**config.mk**
```make
export PLATFORM = sky130hd
export DESIGN_NAME = uart_rx_gen
export DESIGN_NICKNAME = d
export VERILOG_FILES = /design/src/rtl/uart_pkg.sv /design/src/rtl/uart_rx_sampler.sv /design/src/rtl/uart_rx_gen.sv
export SDC_FILE = /design/constraint.sdc
export NUM_CORES = 1
export LEC_CHECK = 0
export BUFFER_PORTS_ARGS = -buffer_cell sky130_fd_sc_hd__buf_2
export CAP_MARGIN = 25
export CORE_ASPECT_RATIO = 0.5
export CORE_MARGIN = 4
export CORE_UTILIZATION = 47
export DETAILED_ROUTE_END_ITERATION = 7
export PLACE_DENSITY = 0.75
export SYNTH_ARGS = -nofsm -noshare
export SYNTH_HDL_FRONTEND = slang
export SYNTH_SLANG_ARGS = --single-unit
```
**constraint.sdc**
```tcl
create_clock -name CLK -period 2.8 [get_ports CLK]
set_clock_uncertainty 0.15 [all_clocks]
set_input_delay 0.42 -clock CLK [delete_from_list [all_inputs] [get_ports CLK]]
set_output_delay 0.42 -clock CLK [all_outputs]
set_load 0.05 [all_outputs]
```
**src/rtl/uart_pkg.sv**
```systemverilog
// uart_pkg: shared receiver FSM states, prescale floor and majority helper.
package uart_pkg;

    typedef enum logic [2:0] {IDLE, START, DATA, PARITY, STOP} state_t;

    localparam int MIN_PRESCALE = 8;

    function automatic logic maj3(input logic a, input logic b, input logic c);
        return (a & b) | (a & c) | (b & c);
    endfunction

endpackage

```
**src/rtl/uart_rx_sampler.sv**
```systemverilog
// uart_rx_sampler: per-bit edge counter and 3-sample majority vote around mid-bit.
module uart_rx_sampler import uart_pkg::*; #(
    parameter int PRESCALE_W = 6
) (
    input  logic                  i_clk,
    input  logic                  i_rst_n,
    input  logic                  i_en,
    input  logic                  i_clr,
    input  logic                  i_rx,
    input  logic [PRESCALE_W-1:0] i_presc,
    output logic [PRESCALE_W-1:0] o_edge_cnt,
    output logic                  o_vote,
    output logic                  o_vote_valid
);
    logic [PRESCALE_W-1:0] r_cnt;
    logic [PRESCALE_W-1:0] w_half;
    logic [1:0]            r_smp;
    logic                  r_vote;
    logic                  r_vote_valid;

    assign w_half = i_presc >> 1;

    // The vote is registered on the third sample, so it is valid at P/2+2.
    always_ff @(posedge i_clk or negedge i_rst_n)
        if (!i_rst_n) begin
            r_cnt        <= '0;
            r_smp        <= '0;
            r_vote       <= 1'b0;
            r_vote_valid <= 1'b0;
        end else begin
            r_cnt        <= i_clr ? '0 : !i_en ? r_cnt :
                            (r_cnt == i_presc - PRESCALE_W'(1)) ? '0 : r_cnt + PRESCALE_W'(1);
            if (i_en && r_cnt == w_half - PRESCALE_W'(1)) r_smp[0] <= i_rx;
            if (i_en && r_cnt == w_half) r_smp[1] <= i_rx;
            if (i_en && r_cnt == w_half + PRESCALE_W'(1)) r_vote <= maj3(r_smp[0], r_smp[1], i_rx);
            r_vote_valid <= !i_clr && i_en && r_cnt == w_half + PRESCALE_W'(1);
        end

    assign o_edge_cnt   = r_cnt;
    assign o_vote       = r_vote;
    assign o_vote_valid = r_vote_valid;

endmodule

```
**src/rtl/uart_rx_gen.sv**
```systemverilog
// uart_rx_gen: parametrised UART receiver with majority voting, parity/stop error flags
// and a mid-stop return to idle for back-to-back frames.
module uart_rx_gen import uart_pkg::*; #(
    parameter int DATA_WIDTH = 8,
    parameter int PRESCALE_W = 6
) (
    input  logic                  CLK,
    input  logic                  RST,
    input  logic                  RX_IN,
    input  logic                  PAR_EN,
    input  logic                  PAR_TYP,
    input  logic                  STOP2,
    input  logic [PRESCALE_W-1:0] prescale,
    output logic [DATA_WIDTH-1:0] P_DATA,
    output logic                  data_valid,
    output logic                  par_err,
    output logic                  stp_err
);
    localparam int CW = $clog2(DATA_WIDTH);

    state_t                r_state, w_next;
    logic [PRESCALE_W-1:0] r_presc;
    logic [PRESCALE_W-1:0] w_edge_cnt;
    logic [CW-1:0]         r_bit_cnt;
    logic [DATA_WIDTH-1:0] r_shift;
    logic [DATA_WIDTH-1:0] r_data;
    logic r_par_en, r_par_typ, r_stop2, r_first_stop, r_par_bad, r_stp_bad;
    logic r_valid, r_perr, r_serr;
    logic w_vote, w_dec, w_last, w_last_bit, w_run, w_clr;
    logic w_start, w_shift, w_chk_par, w_chk_stp, w_emit, w_stp_bad, w_good;

    assign w_last     = w_edge_cnt == r_presc - PRESCALE_W'(1);
    assign w_last_bit = r_bit_cnt == CW'(DATA_WIDTH - 1);
    assign w_run      = (r_state != IDLE) || !RX_IN;
    assign w_clr      = w_next == IDLE;

    uart_rx_sampler #(.PRESCALE_W(PRESCALE_W)) u_sampler (
        .i_clk        (CLK),
        .i_rst_n      (RST),
        .i_en         (w_run),
        .i_clr        (w_clr),
        .i_rx         (RX_IN),
        .i_presc      (r_presc),
        .o_edge_cnt   (w_edge_cnt),
        .o_vote       (w_vote),
        .o_vote_valid (w_dec)
    );

    always_ff @(posedge CLK or negedge RST)
        if (!RST) r_state <= IDLE;
        else      r_state <= w_next;

    always_comb begin
        w_next = r_state;
        case (r_state)
            IDLE:    w_next = RX_IN ? IDLE : START;
            START:   w_next = (w_dec && w_vote) ? IDLE : w_last ? DATA : START;
            DATA:    w_next = (w_last && w_last_bit) ? (r_par_en ? PARITY : STOP) : DATA;
            PARITY:  w_next = w_last ? STOP : PARITY;
            STOP:    w_next = w_emit ? IDLE : STOP;
            default: w_next = IDLE;
        endcase
    end

    always_comb begin
        w_start   = (r_state == IDLE) && !RX_IN;
        w_shift   = (r_state == DATA) && w_dec;
        w_chk_par = (r_state == PARITY) && w_dec;
        w_chk_stp = (r_state == STOP) && w_dec;
        w_emit    = w_chk_stp && !(r_stop2 && r_first_stop);
        w_stp_bad = r_stp_bad | !w_vote;
        w_good    = !r_par_bad && !w_stp_bad;
    end

    // Frame configuration is frozen at the start bit; mid-frame input changes are ignored.
    always_ff @(posedge CLK or negedge RST)
        if (!RST) begin
            r_presc      <= PRESCALE_W'(MIN_PRESCALE);
            r_par_en     <= 1'b0;
            r_par_typ    <= 1'b0;
            r_stop2      <= 1'b0;
            r_first_stop <= 1'b0;
            r_bit_cnt    <= '0;
            r_shift      <= '0;
            r_par_bad    <= 1'b0;
            r_stp_bad    <= 1'b0;
            r_data       <= '0;
            r_valid      <= 1'b0;
            r_perr       <= 1'b0;
            r_serr       <= 1'b0;
        end else begin
            if (w_start) begin
                r_presc      <= prescale;
                r_par_en     <= PAR_EN;
                r_par_typ    <= PAR_TYP;
                r_stop2      <= STOP2;
                r_first_stop <= 1'b1;
                r_bit_cnt    <= '0;
                r_par_bad    <= 1'b0;
                r_stp_bad    <= 1'b0;
            end
            if (r_state == DATA && w_last) r_bit_cnt <= r_bit_cnt + CW'(1);
            if (w_shift) r_shift <= {w_vote, r_shift[DATA_WIDTH-1:1]};
            if (w_chk_par) r_par_bad <= w_vote ^ (^r_shift) ^ r_par_typ;
            if (w_chk_stp) r_stp_bad <= w_stp_bad;
            if (r_state == STOP && w_last) r_first_stop <= 1'b0;
            if (w_emit && w_good) r_data <= r_shift;
            r_valid <= w_emit && w_good;
            r_perr  <= w_emit && r_par_bad;
            r_serr  <= w_emit && w_stp_bad;
        end

    assign P_DATA     = r_data;
    assign data_valid = r_valid;
    assign par_err    = r_perr;
    assign stp_err    = r_serr;

endmodule

```
==> flow_metrics.tcl <==
set metrics [dict create \
    r2r-start "r_presc[2]" \
    number_of_enable_flip_flop_cells_after_synthesis 0 \
    dieArea_mm2 0.00679 \
    grt_start_max_net_pins 32 \
    ios 23 \
    path_cells "inv_1 -> ha_1 -> nor3b_2 -> a21o_1 -> nand2_1 -> and4_1 -> mux2_1" \
    status "finished, final reports clean" \
    cts_resized 0 \
    totalNegativeSetupSlack_ns 0 \
    tritoncts_clock_tree "built" \
    whs_endpoint "r_par_en" \
    cts_setup_buffers 0 \
    flow.area_growth_from_synthesis_pct 10.9 \
    finish.utilization 0.558 \
    syn-mean-instance-area_um2 10.6 \
    ys_seq_elements 47 \
    mappedNetlistArea_mm2 0.00257 \
    post-dp-hpwl_um 3720 \
    post-route-min-period_ns 2.46 \
    hold_violation_count_in_the_final_report 0 \
    synth_cell_types 50 \
    antenna_found_initial 0 \
    first_pass_grt_wire_length_um 8330 \
    via_per_inst 5.47 \
    finalMaxSlewViolations 0 \
    clk-insertion-delay-late_ns 0.31 \
    final_wl_um 4920 \
    wl_per_cell_um 14.8 \
    drt_pass1_iterations 4 \
    rrSetupSlack_ns 0.34 \
    synthDominantAreaCellType "sky130_fd_sc_hd__dfrtp_1" \
    htreeDepth 2 \
    power.ir.vdd_worst_v 0.000330 \
    synthesis.nets 261 \
    max_freq_mhz 407 \
    synth_top_area_share 0.448 \
    gr-total-overflow 0 \
    p_per_area_mw_per_mm2 955 \
    grt_setup_unrepaired "false" \
    die_width_um 113 \
    design_power_total_mw 2.72 \
    detail_route.drc_violations 0 \
    rows 18 \
    timing.reg2reg.worst_path_depth 7 \
    synth.top_cells.by_area "sky130_fd_sc_hd__dfrtp_1 (45%), sky130_fd_sc_hd__xnor2_1 (5.8%), sky130_fd_sc_hd__mux2_2 (5.7%), sky130_fd_sc_hd__mux2_1 (5.3%), sky130_fd_sc_hd__ha_1 (3.4%)" \
    post_cts_hold_buffer_count 1 \
    slew_headroom 0.555 \
    report.final.setup_viol 0 \
    worstSetupEndpointType "flop" \
    cts-root-to-sink-buffers 2 \
    drive_above_1_share 0.213 \
    design.final.nets 281 \
    number_of_buffers_created_by_cts 5 \
    synthesis.instances 242 \
    gpl.final_weighted_congestion 0.870 \
    coreArea_mm2 0.00511 \
    cts.clk_slew.worst_paths_ns 0.09 \
    postRouteAntennaNets 0 \
    cp.arrival_ns 2.50 \
    vias_in_the_first_global_route 1765 \
    yosys_warnings 0 \
    worstPathMaxFanout 9 \
    crit_required_ns 2.84 \
    critical_path.startpoint_type "flop" \
    timing_worst_setup_path_type "flop to flop" \
    holdPathStages 3 \
    ys_seq_area_frac 0.458 \
    global_route.usage.total 0.158 \
    start_point_of_the_worst_hold_path "PAR_EN" \
    ys_async_sr_fraction 1.00 \
    synth_top_flop_cell "sky130_fd_sc_hd__dfrtp_1" \
    n_antenna_cell 0 \
    vias 1822 \
    tightest_slew_ns 0.665 \
    cap_violations 0 \
    critical_path_top_delay_cell "sky130_fd_sc_hd__dfrtp_1" \
    critical-path-max-stage-delay_ns 0.52 \
    floorplan.die.height_um 60.3 \
    iteration_0_drc_markers 71 \
    fin_crit_sh 0.877 \
    power.leakage_nw 1.35 \
    root_buffer "sky130_fd_sc_hd__clkbuf_8" \
    clock-sinks 47 \
    buffer_ports.inserted 22 \
    capture_instance_of_the_worst_register_to_register_path "r_state[0]" \
    initial_utilization 0.503 \
    min-delay-path-class "input pin to flop" \
]
## critical path: cells and delay by family (launching register included)
kind / cells / cell delay (ns)
AO/OA/AOI/OAI: 1 / 0.21
adder cells (fa/ha/maj): 1 / 0.26
buffers and inverters: 1 / 0.14
flip-flops: 1 / 0.52
multiplexers: 1 / 0.36
AND/OR/NAND/NOR: 3 / 0.69
## per-layer routing
layer  vias up  wire, µm  global-route usage
met2        33      2270               0.265
li1        895         -                   -
met5         -         0                   0
met1       883      2350               0.201
met4         0       110              0.0685
met3        11       182              0.0384
## synthesized netlist by cell type (2+ instances only)
master                      count
sky130_fd_sc_hd__nand4_1        3
sky130_fd_sc_hd__clkbuf_1       3
sky130_fd_sc_hd__a31oi_1        4
sky130_fd_sc_hd__a2111oi_1      4
sky130_fd_sc_hd__nor4_1         2
sky130_fd_sc_hd__mux2_1        12
sky130_fd_sc_hd__nand3_1        9
sky130_fd_sc_hd__dfrtp_1       46
sky130_fd_sc_hd__xor2_1         8
sky130_fd_sc_hd__and3_1         3
sky130_fd_sc_hd__a21oi_1        7
sky130_fd_sc_hd__mux2_2        13
sky130_fd_sc_hd__buf_2          9
sky130_fd_sc_hd__inv_1          9
sky130_fd_sc_hd__nor2_1        15
sky130_fd_sc_hd__o22ai_1        3
sky130_fd_sc_hd__a21boi_1       2
sky130_fd_sc_hd__o21ai_0       13
sky130_fd_sc_hd__nor4b_1        2
sky130_fd_sc_hd__nor2b_1        4
sky130_fd_sc_hd__xnor2_1       17
sky130_fd_sc_hd__nand2_1       16
sky130_fd_sc_hd__and3_2         2
sky130_fd_sc_hd__ha_1           7
sky130_fd_sc_hd__nor3_1         4
## layout make-up
type                            instances  area [µm²]
Tap cell                               70        87.6
Sequential cell                        47        1180
Inverter                               10        37.5
Clock buffer                            5        68.8
Fill cell                             443        2260
Multi-Input combinational cell        172        1290
Clock inverter                          3        47.5
Timing Repair Buffer                   26         143
## flip-flops by register name, summed over array words and instances (netlist names), 2 cells and up
name	cells
P_DATA	8
r_shift	8
r_state	3
u_sampler.o_edge_cnt	6
r_presc	6
r_bit_cnt	3
u_sampler.r_smp	2
## kinds of logic after synthesis
family | synth area share
muxes | 0.119
buffers and inverters | 0.0409
AOI/OAI and AO/OA | 0.101
DFF | 0.458
xor gates and xnor gates | 0.0978
adders and majority gates | 0.0380
and+or+nand+nor | 0.145
## placed cells by master (no fill, tap or decap), types with 2 or more instances in the layout
cell	synthesis	final
sky130_fd_sc_hd__nor4b_1	2	2
sky130_fd_sc_hd__clkbuf_8	0	5
sky130_fd_sc_hd__nand3_1	9	9
sky130_fd_sc_hd__a31oi_1	4	4
sky130_fd_sc_hd__dfrtp_1	46	46
sky130_fd_sc_hd__ha_1	7	7
sky130_fd_sc_hd__o21ai_0	13	13
sky130_fd_sc_hd__a2111oi_1	4	4
sky130_fd_sc_hd__buf_2	9	22
sky130_fd_sc_hd__a21oi_1	7	7
sky130_fd_sc_hd__inv_1	9	9
sky130_fd_sc_hd__nor2b_1	4	4
sky130_fd_sc_hd__nand2_1	16	16
sky130_fd_sc_hd__mux2_2	13	13
sky130_fd_sc_hd__a21boi_1	2	2
sky130_fd_sc_hd__nor2_1	15	15
sky130_fd_sc_hd__xor2_1	8	8
sky130_fd_sc_hd__mux2_1	12	12
sky130_fd_sc_hd__o22ai_1	3	3
sky130_fd_sc_hd__nor3_1	4	4
sky130_fd_sc_hd__nand4_1	3	3
sky130_fd_sc_hd__buf_4	0	3
sky130_fd_sc_hd__and3_2	2	2
sky130_fd_sc_hd__xnor2_1	17	17
sky130_fd_sc_hd__and3_1	3	3
sky130_fd_sc_hd__nor4_1	2	2
## metrics by stage
step                area (µm²)  hold slack (ns)  cells  setup slack (ns)
floorplan                 2570          -0.0256    242             0.608
global placement          2720            0.203    324             0.462
detailed placement        2720            0.220    324             0.385
CTS                       2850            0.158    333             0.356
global route              2850            0.160    333             0.117
finish                    2850            0.168    333             0.345
## report_power, final
| group | switching (mW) | total (mW) | internal, mW |
|---|---|---|---|
| Clock | 0.249 | 0.520 | 0.271 |
| Sequential | 0.261 | 1.10 | 0.840 |
| Combinational | 0.575 | 1.10 | 0.527 |
| Total | 1.09 | 2.72 | 1.64 |
## how the worst max path moves through the flow
stage	endpoint	cells after the start	slack, ns	start
floorplan	u_sampler.o_vote	7	0.61	r_presc[2]
global placement	u_sampler.o_vote	6	0.46	r_presc[2]
detailed placement	r_state[0]	7	0.38	r_presc[2]
CTS	r_state[0]	7	0.36	r_presc[2]
global route	r_state[1]	7	0.12	r_presc[2]
finish	r_state[0]	7	0.34	r_presc[2]
No activity file was read; power rests on OpenSTA's default activity.
